### src/rtl/next_pc_unit.sv
// Next fetch-address generator: target select, alignment, and a circular
// return-address stack for call/return prediction.
module next_pc_unit #(
   parameter int unsigned     WIDTH      = 32,
   parameter logic [WIDTH-1:0] RESET_ADDR = 32'h0000_0000,
   parameter logic [WIDTH-1:0] EXC_ADDR   = 32'h8000_0004,
   parameter int unsigned     RAS_DEPTH  = 4
) (
   input  logic             clk,
   input  logic             reset,
   input  logic             stall,
   input  logic [2:0]       pc_src,
   input  logic [WIDTH-1:0] branch_addr,
   input  logic [WIDTH-1:0] jump_addr,
   input  logic [WIDTH-1:0] reg_addr,
   input  logic [WIDTH-1:0] ret_link,
   output logic [WIDTH-1:0] pc,
   output logic [WIDTH-1:0] pc_plus4,
   output logic             ras_empty,
   output logic             ras_full,
   output logic             misalign,
   output logic             ras_miss
);

   localparam int unsigned PTR_W = $clog2(RAS_DEPTH);
   localparam int unsigned CNT_W = $clog2(RAS_DEPTH + 1);

   localparam logic [2:0] SRC_BRANCH = 3'd1;
   localparam logic [2:0] SRC_JUMP   = 3'd2;
   localparam logic [2:0] SRC_REG    = 3'd3;
   localparam logic [2:0] SRC_CALL   = 3'd4;
   localparam logic [2:0] SRC_RET    = 3'd5;
   localparam logic [2:0] SRC_EXC    = 3'd6;

   logic [WIDTH-1:0] pc_q, pc_d;
   logic [PTR_W-1:0] ptr_q, ptr_d;
   logic [CNT_W-1:0] cnt_q, cnt_d;
   logic             misalign_q, misalign_d;
   logic             ras_miss_q, ras_miss_d;
   logic [WIDTH-1:0] ras_mem [RAS_DEPTH];

   logic [WIDTH-1:0] raw_target;
   logic             check_align;
   logic             push;
   logic [PTR_W-1:0] ptr_inc;

   assign pc        = pc_q;
   assign pc_plus4  = pc_q + WIDTH'(4);
   assign ras_empty = (cnt_q == '0);
   assign ras_full  = (cnt_q == CNT_W'(RAS_DEPTH));
   assign misalign  = misalign_q;
   assign ras_miss  = ras_miss_q;
   assign ptr_inc   = ptr_q + PTR_W'(1);

   always_comb begin
      raw_target  = pc_plus4;
      check_align = 1'b0;
      push        = 1'b0;
      ptr_d       = ptr_q;
      cnt_d       = cnt_q;
      ras_miss_d  = 1'b0;
      case (pc_src)
         SRC_BRANCH: begin
            raw_target  = branch_addr;
            check_align = 1'b1;
         end
         SRC_JUMP: begin
            raw_target  = jump_addr;
            check_align = 1'b1;
         end
         SRC_REG: begin
            raw_target  = reg_addr;
            check_align = 1'b1;
         end
         SRC_CALL: begin
            raw_target  = jump_addr;
            check_align = 1'b1;
            push        = 1'b1;
            ptr_d       = ptr_inc;
            // When full the write lands on the oldest entry; count saturates.
            if (!ras_full) cnt_d = cnt_q + CNT_W'(1);
         end
         SRC_RET: begin
            check_align = 1'b1;
            if (ras_empty) begin
               raw_target = reg_addr;
               ras_miss_d = 1'b1;
            end else begin
               raw_target = ras_mem[ptr_q];
               ptr_d      = ptr_q - PTR_W'(1);
               cnt_d      = cnt_q - CNT_W'(1);
            end
         end
         SRC_EXC: begin
            raw_target = EXC_ADDR;
            cnt_d      = '0;
         end
         default: ;
      endcase

      pc_d       = {raw_target[WIDTH-1:2], 2'b00};
      misalign_d = check_align && (raw_target[1:0] != 2'b00);

      // Exceptions override stall; everything else freezes.
      if (stall && (pc_src != SRC_EXC)) begin
         pc_d       = pc_q;
         ptr_d      = ptr_q;
         cnt_d      = cnt_q;
         push       = 1'b0;
         misalign_d = 1'b0;
         ras_miss_d = 1'b0;
      end
   end

   always_ff @(posedge clk or negedge reset) begin
      if (!reset) begin
         pc_q       <= RESET_ADDR;
         ptr_q      <= '0;
         cnt_q      <= '0;
         misalign_q <= 1'b0;
         ras_miss_q <= 1'b0;
      end else begin
         pc_q       <= pc_d;
         ptr_q      <= ptr_d;
         cnt_q      <= cnt_d;
         misalign_q <= misalign_d;
         ras_miss_q <= ras_miss_d;
      end
   end

   // Entry storage is never read before being written, so it carries no reset.
   always_ff @(posedge clk) begin
      if (push) ras_mem[ptr_inc] <= {ret_link[WIDTH-1:2], 2'b00};
   end

endmodule

### config.mk
export PLATFORM = sky130hd
export DESIGN_NAME = next_pc_unit
export DESIGN_NICKNAME = d
export VERILOG_FILES = /design/src/rtl/next_pc_unit.sv
export SDC_FILE = /design/constraint.sdc
export NUM_CORES = 1
export LEC_CHECK = 0
export ABC_CLOCK_PERIOD_IN_PS = 3100
export CAP_MARGIN = 20
export CORE_ASPECT_RATIO = 0.5
export CORE_MARGIN = 4
export CORE_UTILIZATION = 44
export CTS_CLUSTER_DIAMETER = 60
export DETAILED_ROUTE_END_ITERATION = 16
export GPL_TIMING_DRIVEN = 0
export HOLD_SLACK_MARGIN = 0.1
export PLACE_DENSITY = 0.72
export SLEW_MARGIN = 20
export SYNTH_ARGS = -nofsm -noshare
export SYNTH_HDL_FRONTEND = slang
export SYNTH_SLANG_ARGS = --single-unit
### constraint.sdc
create_clock -name clk -period 3.1 [get_ports clk]
set_input_delay 0.31 -clock clk [delete_from_list [all_inputs] [get_ports clk]]
set_output_delay 0.31 -clock clk [all_outputs]
set_load 0.01 [all_outputs]
==> results by group, run 1 <==
Run status
  • Result of the run: completed

Synthesis
  • Synthesized area divided by synthesized cell count: about 12 µm²
  • Simple-gate area share of the yosys netlist: a little over a tenth
  • Post-synthesis compound-gate area fraction: 18.6%
  • Commonest cells in the synthesized netlist: edfxtp_1 (120), o21ai_0 (46), nand2_1 (44)
  • Cell area after synthesis: approximately 8400 µm²
  • Sequential fraction of the synthesis area: between 50% and 60%
  • Number of synthesis warnings: 0
  • Adder and majority gate portion of the synthesized area: ~1.2%
  • Xor and xnor fraction of the mapped netlist area: 3.14%
  • Library cell with the highest instance count after synthesis: edfxtp_1
  • Gate Count Post-Synth: 696
  • Register bit count reported by yosys: roughly 160
  • Share of synthesized registers carrying an async set or reset: about a quarter
  • Number of enable flip-flop cells after synthesis: 120
  • Predominant post-synthesis flop cell: edfxtp_1
  • Fraction of post-synthesis cell area in the top cell type by area: roughly 43%
  • Multiplexer area fraction after synthesis: approximately 8.2%
  • Dominant combinational cell family by area after synthesis: compound AO/OA/AOI/OAI gates
  • Cells taking the most area after synthesis: edfxtp_1 (43%), dfrtp_1 (11%), mux4_2 (8.1%), o21ai_0 (2.8%), a21oi_1 (2.3%)
  • Netlist cell types: 65
  • Yosys top cell by area: edfxtp_1

CTS
  • Worst-skew pair later-pin latency: 0.43 ns
  • Number of buffers created by CTS: 17
  • Root buffer selected by CTS: clkbuf_16
  • Worst-path clk slew: ~0.070 ns
  • CTS max path bufs: 2
  • CTS HTree Levels: 4
  • Number of sinks handled by clock tree synthesis: 157
  • TritonCTS clock tree: built

Floorplan
  • I/O pin cnt: 202
  • Total number of placement rows: 35
  • DIE HEIGHT: about 110 µm
  • Starting density of the core: a little under half
  • Chip width: approximately 200 µm
  • Core Box Area: ~19000 µm²
  • Full die area: roughly 21000 µm²

Timing
  • Final critical-path setup slack: between 0.09 and 0.1 ns
  • Final hold violations: 0
  • Fmax achieved: between 300 and 400 MHz
  • RSZ-0062 raised after global routing: true
  • Time the worst path needs with I/O delays and setup: 3.00 ns
  • Hold Worst Slack: 0.295 ns
  • Final Max Tran Viols: 0
  • Clock tree skew after final layout: 0.00891 ns
  • Final cycle utilization of the critical path: between 90% and 100%
  • Tightest Pin Transition: between 0.8 and 0.9 ns
  • Remaining max-slew budget at the tightest pin: between 40 and 50%
  • Setup TNS: 0 ns
  • Endpoints failing setup: 0

Flow run
  • Max_cap viols: 0

Min path
  • Hold Path Class: input port to async pin

Placed design
  • Pre-CTS worst setup slack: -0.559 ns
  • Detail Placement HPWL: between 20 and 25 mm
  • Routability cong.: 0.948
  • Number of buffer cells added on primary ports: about 190
  • Placement-stage cell area: around 11000 µm²

Setup path
  • End of the worst register-to-register path: pc[16]
  • Worst setup SP type: register
  • Worst path required time: 2.79 ns
  • Crit. End Element: output port
  • Kind of critical path: register to output port
  • Critical path data arrival time: approximately 2.7 ns
  • Reg2reg start: ptr_q[0]
  • Maximum fanout count along the critical path: 8
  • Number of cell instances on the worst register-to-register path: 5
  • Worst setup slack for register-to-register paths: 0.31 ns

Finish
  • Total of fill cells in the finished design: approximately 1500
  • Final std cell area, no fill: roughly 11000 µm²
  • Layout cell share with drive strength beyond 1: roughly 15%
  • P&R area growth vs syn: 36.8%
  • Antenna cell count: 0
  • Finished Core Util: between 60% and 70%
  • Final net count: 1058

Route
  • Violation count after the first detailed-routing iteration: between 900 and 1000
  • Via count normalized by instance count: 6.01
  • DR vias: slightly above 7000
  • Mean routed wirelength per cell: 23.9 µm
  • Number of detailed-routing iterations run before antenna repair: 7
  • Final wirelength: approximately 28 mm
  • Total DRC errors in the routed layout: 0
  • Antenna-violating nets left: 0

Power
  • Peak supply drop: about 0.44 mV
  • Power per cell area: slightly above 600 nW/µm²
  • Leakage power total: about 4 nW

Global routing
  • GRT overflow: 0
  • Antenna violations before repair: 1
  • Largest net degree at the start of global routing: 31
  • Vias in the first global route: around 7000
  • Total routing resource utilization after global routing: a little over a quarter
  • Global-route wire length before repair: ~43 mm
power by group:
group	internal, mW	switching [mW]	total (mW)
Sequential	2.42	0.181	2.60
Clock	1.14	0.965	2.11
Combinational	1.11	1.15	2.26
Total	4.67	2.29	6.96
per-layer routing:
metal / track usage, % / vias up / part of all wire (%)
met5: 0 / - / 0.046
met4: 5.76 / 2 / 2.0
met3: 6.27 / 53 / 8.6
met2: 41.6 / 370 / 47
met1: 37.4 / 3552 / 42
li1: - / 3179 / -
cells in the final DEF, fill, tap and decap left out, drive strengths merged, types with 17 or more instances in the layout:
cell and instances:
edfxtp 120, clkdlybuf4s50 182, buf 28, mux4 30, o21ai 47, dfrtp 37, a221oi 20, clkbuf 59
nor2 39, inv 17, nor2b 20, o21ba 17, xnor2 18, a22oi 17, nand2 44, a21oi 38
o22ai 27
area by class of cell:
type,instances,area [µm²],area share (%)
inverters,13,48.8,0.427
clock inverters,14,155,1.36
multi-input cells,468,3600,31.5
plain buffers,59,273,2.38
repair buffers,202,2080,18.1
well taps,259,324,2.83
clock buffers,18,429,3.75
flip-flops and latches,157,4530,39.6
critical path, cell delays in order (launching register included):
cell and delay (ns):
dfrtp_1 0.37, clkbuf_4 0.19, and4_1 0.20, buf_4 0.16
nand2_1 0.07, or3_4 0.38, nor2_2 0.14, xor2_1 0.18
clkdlybuf4s50_1 0.58
worst max-delay path by stage:
stage | start | endpoint | slack, ns | cells after the start
after floorplan | pc_src[1] | ras_mem[0][0] | 0.47 | 6
after global placement | pc_src[1] | ras_mem[2][23] | -1.20 | 7
after detailed placement | pc_src[1] | ras_mem[0][20] | -0.56 | 8
after CTS | pc[6] | pc_plus4[25] | 0.02 | 7
after global routing | pc[18] | pc_plus4[24] | -0.02 | 6
final | pc[6] | pc_plus4[20] | 0.1 | 8
flip-flops by register name (all words and copies together), names as in the netlist:
name,flops
misalign,1
pc,30
ras_mem,120
ptr_q,2
cnt_q,3
ras_miss,1
timing repair:
action | in CTS | in global routing
endpoints found under the hold margin | 37 | 0
setup buffers | 4 | 0
pin swaps | 1 | 1
endpoints found under the setup margin | 31 | 88
hold buffers | 1 | 0
resized for setup | 19 | 18
cell families after synthesis:
| group | count (synthesis) |
|---|---|
| AOI/OAI and AO/OA | 223 |
| and+or+nand+nor | 172 |
| muxes | 31 |
| buffers and inverters | 74 |
| adders and majority gates | 8 |
| xor gates and xnor gates | 30 |
| other | 1 |
| DFF | 157 |
stage by stage:
step	std cells	power, mW
CTS	1190	6.97
detailed placement	1155	4.86
floorplan	699	3.80
global placement	1150	4.81
finish	1190	6.96
global route	1190	7.27
No activity file was read; power rests on OpenSTA's default activity.
==> inputs of run 2 (changes only) <==
--- a/config.mk
+++ b/config.mk
@@ -15,6 +15,7 @@
 export GPL_TIMING_DRIVEN = 0
 export HOLD_SLACK_MARGIN = 0.1
 export PLACE_DENSITY = 0.72
+export RECOVER_POWER = 50
 export SLEW_MARGIN = 20
 export SYNTH_ARGS = -nofsm -noshare
 export SYNTH_HDL_FRONTEND = slang
==> run 2 against run 1 <==
  * The run now ends with capacitance limit, slew limit left
  * Worst hold slack better by 0.094 ns
  * Register-to-register slack worse by 0.03 ns
  * Via count shrank 0.20%
  * Clock-buffer cell count did not move
==> results by group, run 2 (same netlist as run 1, synthesis figures left out) <==
Setup path
  • Kind of critical path: register to output port
  • Family with the most delay on the worst path: buffers and inverters
  • Worst setup SP type: register
  • Crit. End Element: output port
  • Cell chain of the critical path: clkbuf_4 -> and4_1 -> buf_4 -> nand2_1 -> or3_4 -> nor2_2 -> xor2_1 -> clkdlybuf4s50_1
  • Worst path required time: 2.79 ns (about the same)
  • Critical path data arrival time: 2.68 ns (about the same)
  • Critical-path top delay cell: clkdlybuf4s50_1
  • Maximum fanout count along the critical path: 8 (unchanged)
  • Max stage delay on crit path: 0.58 ns (about the same)
  • Critical path buffer and inverter count: 3 (unchanged)

CTS
  • CTS max path bufs: 2 (unchanged)
  • TritonCTS clock tree: built
  • Root buffer selected by CTS: clkbuf_16
  • Worst-path clk slew: 0.07 ns (about the same)
  • Worst-skew pair later-pin latency: 0.43 ns (about the same)
  • Number of sinks handled by clock tree synthesis: 157 (unchanged)
  • Number of buffers created by CTS: 17 (unchanged)
  • CTS HTree Levels: 4 (unchanged)

Timing
  • Tightest Pin Transition: 1.72 ns (+0.920 ns)
  • Final Max Tran Viols: 31 (+31)
  • RSZ-0062 raised after global routing: true
  • Clock tree skew after final layout: 0.0126 ns (+0.00370 ns)
  • Time the worst path needs with I/O delays and setup: 2.99 ns (-0.0132 ns)
  • Setup TNS: 0 ns (unchanged)
  • Endpoints failing setup: 0 (unchanged)
  • Remaining max-slew budget at the tightest pin: -14.9% (-61 points)
  • Fmax achieved: 334 MHz (+0.44%)
  • Final cycle utilization of the critical path: 96.5% (-0.43 points)
  • Hold Worst Slack: 0.389 ns (+0.0937 ns)
  • Final hold violations: 0 (unchanged)

Global routing
  • Antenna violations before repair: 1 (unchanged)
  • Largest net degree at the start of global routing: 31 (unchanged)
  • Vias in the first global route: 7040 (unchanged)
  • Global-route wire length before repair: 43.1 mm (unchanged)
  • Total routing resource utilization after global routing: 26.4% (unchanged)
  • GRT overflow: 0 (unchanged)

Finish
  • Most frequent standard cell in the layout excluding fill and tap cells: clkdlybuf4s50_1
  • Final net count: 1058 (unchanged)
  • Commonest cells after routing, fill and taps aside: clkdlybuf4s50_1 (128), edfxtp_1 (120), dlygate4sd3_1 (55)
  • P&R area growth vs syn: 36.6%
  • Final std cell area, no fill: 11400 µm² (-0.15%)
  • Number of flip-flops in the largest register: 120 (unchanged)
  • Register with the highest flop count: ras_mem
  • Layout cell share with drive strength beyond 1: 14.7% (-0.21 points)
  • Antenna cell count: 0 (unchanged)
  • Final non-filler cell total: 1190 (unchanged)

Floorplan
  • I/O pin cnt: 202 (unchanged)
  • DIE HEIGHT: 105 µm (unchanged)
  • Core Box Area: 18500 µm² (unchanged)
  • Full die area: 21400 µm² (unchanged)
  • Chip width: 203 µm (unchanged)
  • Total number of placement rows: 35 (unchanged)
  • Starting density of the core: 45.1% (unchanged)

Power
  • Power, Total: 6.94 mW (-0.39%)
  • Power per cell area: 607 nW/µm² (-0.24%)
  • Peak supply drop: 0.437 mV (+0.13%)
  • Leakage power total: 3.98 nW (+0.16%)
  • Reported net switching power: 2.30 mW (+0.19%)
  • Net switching share of the total power: 33.1% (+0.19 points)
  • Comb pwr share: 32.2% (-0.2 points)
  • Design internal power: 4.64 mW (-0.68%)
  • Sequential share of power: 37.4% (about the same)
  • Portion of total power attributed to the clock network: 30.4% (+0.2 points)

Route
  • Via count normalized by instance count: 6.00 (-0.20%)
  • Violation count after the first detailed-routing iteration: 940 (-1.2%)
  • Total DRC errors in the routed layout: 0 (unchanged)
  • Mean routed wirelength per cell: 23.9 µm (about the same)
  • DR vias: 7142 (-0.20%)
  • Final wirelength: 28.5 mm (about the same)
  • Antenna-violating nets left: 0 (unchanged)
  • Number of detailed-routing iterations run before antenna repair: 7 (unchanged)

Min path
  • Hold Path Class: input port to async pin

Run status
  • Violated checks: capacitance limit, slew limit
  • Result of the run: complete, but fails checks

Placed design
  • Placed instance count: 1155 (unchanged)
  • Detail Placement HPWL: 20.8 mm (unchanged)
  • Placement-stage cell area: 10700 µm² (unchanged)
  • Number of buffer cells added on primary ports: 192 (unchanged)
  • Routability cong.: 0.948 (unchanged)

Flow run
  • Max_cap viols: 1 (+1)
run 2: cell types whose count changed in the layout (fill, tap and decap cells not counted):
cell,delta
buf_12,-1
dlygate4sd3_1,+54
buf_2,-1
clkdlybuf4s50_1,-54
clkbuf_1,+2
run 2: path summary, 6_finish.rpt:
| check | start | endpoint | slack (ns) | cells after the start |
|---|---|---|---|---|
| max | pc[6] | pc_plus4[20] | 0.11 | 8 |
| min | reset | ras_miss | 0.39 | 2 |
| max reg2reg | ptr_q[0] | pc[11] | 0.28 | 5 |
| min reg2reg | cnt_q[1] | cnt_q[1] | 0.56 | 2 |
| max in group asynchronous | reset | pc[3] | 0.59 | 3 |
| min in group clk | reg_addr[5] | pc[5] | 0.47 | 3 |
run 2: area by class of cell:
class | count | area, µm²
Buffer | 59 | 273
Clock buffer | 18 | 429
Clock inverter | 14 | 155
Fill cell | 1471 | 7100
Inverter | 13 | 48.8
Multi-Input combinational cell | 468 | 3600
Sequential cell | 157 | 4530
Tap cell | 259 | 324
Timing Repair Buffer | 202 | 2060
run 2: power by group through the flow:
stage	sequential (mW)	combinational (mW)	clock [mW]
6_report	2.60	2.23	2.11
5_1_grt	2.62	2.39	2.22
4_1_cts	2.59	2.26	2.12
3_5_place_dp	2.63	2.23	0
3_3_place_gp	2.62	2.18	0
2_1_floorplan	2.62	1.18	0
run 2: routing by layer:
metal	vias to the layer above	track usage, %	wire (µm)
met5	-	0	13
met4	2	5.76	609
met1	3541	37.4	12000
met3	54	6.27	2430
met2	367	41.6	13400
li1	3178	-	-
run 2: per-stage QoR:
step / utilization (%) / worst slack [ns]
after floorplan: - / 0.469
after global placement: 57.3 / -1.20
after detailed placement: 57.9 / -0.559
after CTS: 61.4 / 0.0212
after global routing: 61.7 / -0.0206
final: 61.7 / 0.109
run 2: repair_timing:
action	CTS	global route
endpoints found under the setup margin	31	88
hold endpoints to repair	37	0
buffers inserted	4	0
pin swaps	1	1
resized for setup	19	18
hold buffers	1	0
